--- src/rtl/apb_reg_bank.sv ---
`default_nettype none
// ============================================================================
// Module     : apb_reg_bank
// Description: APB slave with NUM_REGS RW registers and one RO status word.
//              It supports wait states, byte strobes, a busy write-lock and
//              per-register write pulses.
// Revision   : 1.0 - initial release
// ============================================================================
module apb_reg_bank #(
    parameter int AMBA_ADDR_WIDTH = 20,
    parameter int AMBA_WORD       = 32,
    parameter int NUM_REGS        = 4,
    parameter int WAIT_STATES     = 0,
    parameter int ADDR_LSB        = 2
) (
    input  logic                          clk,
    input  logic                          rst,
    input  logic [AMBA_ADDR_WIDTH-1:0]    PADDR,
    input  logic [AMBA_WORD-1:0]          PWDATA,
    input  logic [AMBA_WORD/8-1:0]        PSTRB,
    input  logic                          PSEL,
    input  logic                          PENABLE,
    input  logic                          PWRITE,
    output logic [AMBA_WORD-1:0]          PRDATA,
    output logic                          PREADY,
    output logic                          PSLVERR,
    output logic [NUM_REGS*AMBA_WORD-1:0] regs_o,
    input  logic [AMBA_WORD-1:0]          status_i,
    input  logic                          busy_i,
    output logic                          start_o,
    output logic [NUM_REGS-1:0]           wr_pulse_o
);

    localparam int               c_idx_w      = $clog2(NUM_REGS + 1);
    localparam int               c_nbytes     = AMBA_WORD / 8;
    localparam logic [3:0]       c_wait       = 4'(WAIT_STATES);
    localparam logic [c_idx_w-1:0] c_status_idx = c_idx_w'(NUM_REGS);

    logic [c_idx_w-1:0]            w_idx;
    logic                          w_access;
    logic                          w_pready;
    logic                          w_err;
    logic                          w_commit;
    logic [AMBA_WORD-1:0]          w_rd_word;
    logic                          unused_paddr;

    logic [3:0]                    cnt_q, cnt_d;
    logic [NUM_REGS*AMBA_WORD-1:0] regs_q, regs_d;
    logic [AMBA_WORD-1:0]          prdata_q, prdata_d;
    logic [NUM_REGS-1:0]           wr_pulse_q, wr_pulse_d;
    logic                          start_q, start_d;

    assign unused_paddr = ^PADDR;

    always_comb begin
        w_idx    = PADDR[ADDR_LSB +: c_idx_w];
        w_access = PSEL & PENABLE;
        // Gated by rst so PREADY stays low throughout reset even at zero wait.
        w_pready = rst & w_access & (cnt_q == c_wait);
        w_err    = (w_idx > c_status_idx) |
                   (PWRITE & ((w_idx == c_status_idx) | busy_i));
        w_commit = w_pready & PWRITE & ~w_err;

        w_rd_word = '0;
        for (int i = 0; i < NUM_REGS; i++) begin
            if (w_idx == c_idx_w'(i)) begin
                w_rd_word = regs_q[i*AMBA_WORD +: AMBA_WORD];
            end
        end
        if (w_idx == c_status_idx) begin
            w_rd_word = status_i;
        end
    end

    always_comb begin
        cnt_d = cnt_q;
        if (!PSEL || w_pready) begin
            cnt_d = '0;
        end else if (w_access && (cnt_q < c_wait)) begin
            cnt_d = cnt_q + 4'd1;
        end

        regs_d     = regs_q;
        wr_pulse_d = '0;
        if (w_commit) begin
            for (int i = 0; i < NUM_REGS; i++) begin
                if (w_idx == c_idx_w'(i)) begin
                    for (int b = 0; b < c_nbytes; b++) begin
                        if (PSTRB[b]) begin
                            regs_d[i*AMBA_WORD + b*8 +: 8] = PWDATA[b*8 +: 8];
                        end
                    end
                    wr_pulse_d[i] = 1'b1;
                end
            end
        end
        // Register 0 bit 0 is the GO strobe: it pulses start_o and is never stored.
        start_d   = w_commit & (w_idx == '0) & PSTRB[0] & PWDATA[0];
        regs_d[0] = 1'b0;

        prdata_d = (PSEL & ~PENABLE & ~PWRITE) ? w_rd_word : prdata_q;
    end

    always_ff @(posedge clk or negedge rst) begin
        if (!rst) begin
            cnt_q      <= '0;
            regs_q     <= '0;
            prdata_q   <= '0;
            wr_pulse_q <= '0;
            start_q    <= 1'b0;
        end else begin
            cnt_q      <= cnt_d;
            regs_q     <= regs_d;
            prdata_q   <= prdata_d;
            wr_pulse_q <= wr_pulse_d;
            start_q    <= start_d;
        end
    end

    assign PREADY     = w_pready;
    assign PSLVERR    = w_pready & w_err;
    assign PRDATA     = prdata_q;
    assign regs_o     = regs_q;
    assign wr_pulse_o = wr_pulse_q;
    assign start_o    = start_q;

endmodule
`default_nettype wire
--- config.mk ---
export PLATFORM = sky130hd
export DESIGN_NAME = apb_reg_bank
export DESIGN_NICKNAME = d
export VERILOG_FILES = /design/src/rtl/apb_reg_bank.sv
export SDC_FILE = /design/constraint.sdc
export NUM_CORES = 1
export LEC_CHECK = 0
export CAP_MARGIN = 15
export CELL_PAD_IN_SITES_DETAIL_PLACEMENT = 0
export CELL_PAD_IN_SITES_GLOBAL_PLACEMENT = 2
export CORE_MARGIN = 4
export CORE_UTILIZATION = 30
export DETAILED_ROUTE_END_ITERATION = 12
export PLACE_DENSITY = 0.89
export SLEW_MARGIN = 5
export SYNTH_ARGS = -nofsm -noshare
export SYNTH_HDL_FRONTEND = slang
export SYNTH_SLANG_ARGS = --single-unit
--- constraint.sdc ---
create_clock -name clk -period 1.28 [get_ports clk]
set_clock_uncertainty 0.05 [all_clocks]
set_input_delay 0.128 -clock clk [delete_from_list [all_inputs] [get_ports clk]]
set_output_delay 0.128 -clock clk [all_outputs]
set_load 0.02 [all_outputs]
==> results.sh <==
export IMPL_cts_made_buffers=17
export IMPL_min_path_type="input pin to register"
export IMPL_synthesis_instances=522
export IMPL_fin_crit_sh=0.975
export IMPL_power_density_mw_per_mm2=1210
export IMPL_drc=0
export IMPL_path_delay_family="flip-flops"
export IMPL_gr_total_overflow=0
export IMPL_numPortBuffers=242
export IMPL_yosys_register_bits=164
export IMPL_grt_use_total=0.168
export IMPL_p_comb_frac=0.171
export IMPL_row_count=57
export IMPL_startpoint="regs_o[92]"
export IMPL_grt_start_max_net_pins=82
export IMPL_synthXorXnorAreaFrac=0
export IMPL_antenna_found_initial=1
export IMPL_cpMaxStageDelayCell="dfrtp_1"
export IMPL_cp_num_buf_inv=1
export IMPL_cts_buffer_depth=2
export IMPL_power_w=0.0131
export IMPL_p_seq_frac=0.442
export IMPL_synth_cell_types=31
export IMPL_worstHoldStart="PADDR[2]"
export IMPL_syn_nets=616
export IMPL_status="finished, final reports clean"
export IMPL_final_area_mm2=0.0108
export IMPL_core_mm2=0.0243
export IMPL_endpoint_kind="output pin"
export IMPL_synth_simple_gate_area_share=0.108
export IMPL_power_switching_w=0.00372
export IMPL_grt_pass1_vias=5831
export IMPL_routabilityCongestion=0.783
export IMPL_wl_mm=22.8
export IMPL_worstPathArrival_ps=1070
export IMPL_required_ps=1100
export IMPL_synth_edff_count=0
export IMPL_vdd_ir_drop_worst_mv=0.634
export IMPL_clk_pin_slew_worst_paths_ps=70
export IMPL_cts_sinks=164
export IMPL_synth_compound_area_share=0.0303
export IMPL_synth_top_family_by_area="multiplexers"
export IMPL_synth_mux_area_frac=0.288
export IMPL_htreeDepth=4
export IMPL_min_period_ps=1250
export IMPL_layout_nets=905
export IMPL_vias=5457
export IMPL_rsz0062_at_grt="yes"
export IMPL_die_area_mm2=0.0273
export IMPL_drtAntennaViolNets=0
export IMPL_io_pins=261
export IMPL_slew_viol_final=0
export IMPL_final_cell_mix="dfrtp_1, buf_2, mux2_2, clkdlybuf4s50_1, buf_4"
export IMPL_drt_iter0_drc=167
export IMPL_r2r_start="regs_o[116]"
export IMPL_startpoint_type="register"
export IMPL_setup_viol=0
export IMPL_async_reset_ff_frac=1.00
export IMPL_areaGrowthSynthToFinish_pct=46.0
export IMPL_avgSynthCellArea_um2=14.2
export IMPL_ys_flop_type="dfrtp_1"
export IMPL_n_antenna_cell=0
export IMPL_layout_drive_gt1_share=0.535
export IMPL_slowest_delay_ps=390
export IMPL_grt_pass1_wl_mm=35.0
export IMPL_wl_per_cell_um=19.8
export IMPL_synth_warning_count=0
export IMPL_synthAdderAreaFrac=0
export IMPL_dr_pass1_iters=4
export IMPL_layout_commonest_cell="dfrtp_1"
export IMPL_path_max_fanout=3
export IMPL_clock_latency_ps=410
export IMPL_final_hold_violation_count=0
export IMPL_p_int_w=0.00937
export IMPL_cap_violations=0
export IMPL_placed_area_mm2=0.0108
export IMPL_die_height_um=165
export IMPL_start_util=0.305
export IMPL_die_w_um=165
export IMPL_fmax_ghz=0.801
export IMPL_p_clk_frac=0.388
export IMPL_tritoncts="built"
export IMPL_cts_root_buf="clkbuf_16"
export IMPL_seq_area_frac_synth=0.553
export IMPL_syn_area_mm2=0.00743
export IMPL_via_per_inst=4.75
export IMPL_worstSetupPathType="register to output pin"
export IMPL_crit_chain="clkdlybuf4s15_2"
export IMPL_p_leak_nw=5.24
export IMPL_sw_frac_of_total=0.284
export IMPL_hpwl_mm=16.5
## cells in the mapped netlist (all sizes together), types with 2 or more instances
library cell  number  area share
dfrtp            164        0.55
o21ai              2      0.0013
a31oi             31       0.026
nor3b              2      0.0020
inv                2      0.0010
clkbuf            13      0.0066
nor4b              2      0.0064
buf               18       0.013
mux2             127        0.19
nand2b            32       0.027
nand3             48       0.043
nand3b             2      0.0020
and2               2      0.0017
mux4              31       0.094
nor4               2      0.0037
nor2              34       0.017
## flip-flops by register name, summed over array words and instances (netlist names)
register    cells
PRDATA         32
regs_o        127
start_o         1
wr_pulse_o      4
## cell type report
| class | instances | area, µm² |
|---|---|---|
| Inverter | 2 | 7.51 |
| Fill cell | 2331 | 13500 |
| Multi-Input combinational cell | 325 | 3280 |
| Clock buffer | 19 | 443 |
| Tap cell | 324 | 405 |
| Timing Repair Buffer | 301 | 2460 |
| Sequential cell | 164 | 4100 |
| Clock inverter | 13 | 138 |
## worst register-to-register path, delay by kind of cell (launching register included)
kind	cells	cell delay, ps
compound gates	1	90
flops	1	400
mux	1	470
simple gates	1	120
## final timing paths
check / endpoint / slack, ps / cells after the start
max: regs_o[92] / 30 / 1
min: wr_pulse_o[0] / 150 / 4
max reg2reg: PRDATA[20] / 40 / 3
min reg2reg: regs_o[15] / 480 / 1
max in group asynchronous: PRDATA[15] / 230 / 4
min in group asynchronous: regs_o[26] / 230 / 3
## power groups by stage
stage	sequential [W]	clock (W)	combinational [W]
6_report	0.00578	0.00507	0.00223
5_1_grt	0.00583	0.00544	0.00241
3_3_place_gp	0.00587	0	0.00251
4_1_cts	0.00579	0.00523	0.00240
2_1_floorplan	0.00629	0	0.000663
3_5_place_dp	0.00589	0	0.00253
## stage by stage
step	TNS, ps	instances	utilization	hold slack (ps)	worst slack [ps]
floorplan	-5320	522	-	-218	-97.2
global placement	-98110	1109	0.442	156	-726
detailed placement	-100390	1109	0.442	160	-757
CTS	0	1146	0.467	137	0.0278
global route	-38.7	1148	0.446	154	-29.6
finish	0	1148	0.446	145	32.2
## layer usage
metal	global-route usage	wire length, µm	share of wire	vias to the layer above
li1	-	-	-	2504
met1	0.226	10100	0.44	2783
met2	0.275	11000	0.48	154
met3	0.0459	1450	0.064	14
met4	0.0319	201	0.0088	2
met5	0	20	0.00088	-
## what timing repair did
item,CTS,global route
pin swaps,4,4
resized for setup,554,97
hold buffers,1,0
endpoints found under the hold margin,30,0
setup buffers,2,2
setup endpoints to repair,321,286
cloned,2,0
## kinds of logic (layout without fill, tap and decap cells)
family | Yosys count | in the layout
AO/OA/AOI/OAI | 36 | 36
buffers and inverters | 33 | 335
flip-flops | 164 | 164
multiplexers | 159 | 159
other | 1 | 1
AND/OR/NAND/NOR | 129 | 129
Note: power is estimated with default switching activity, not from simulation.
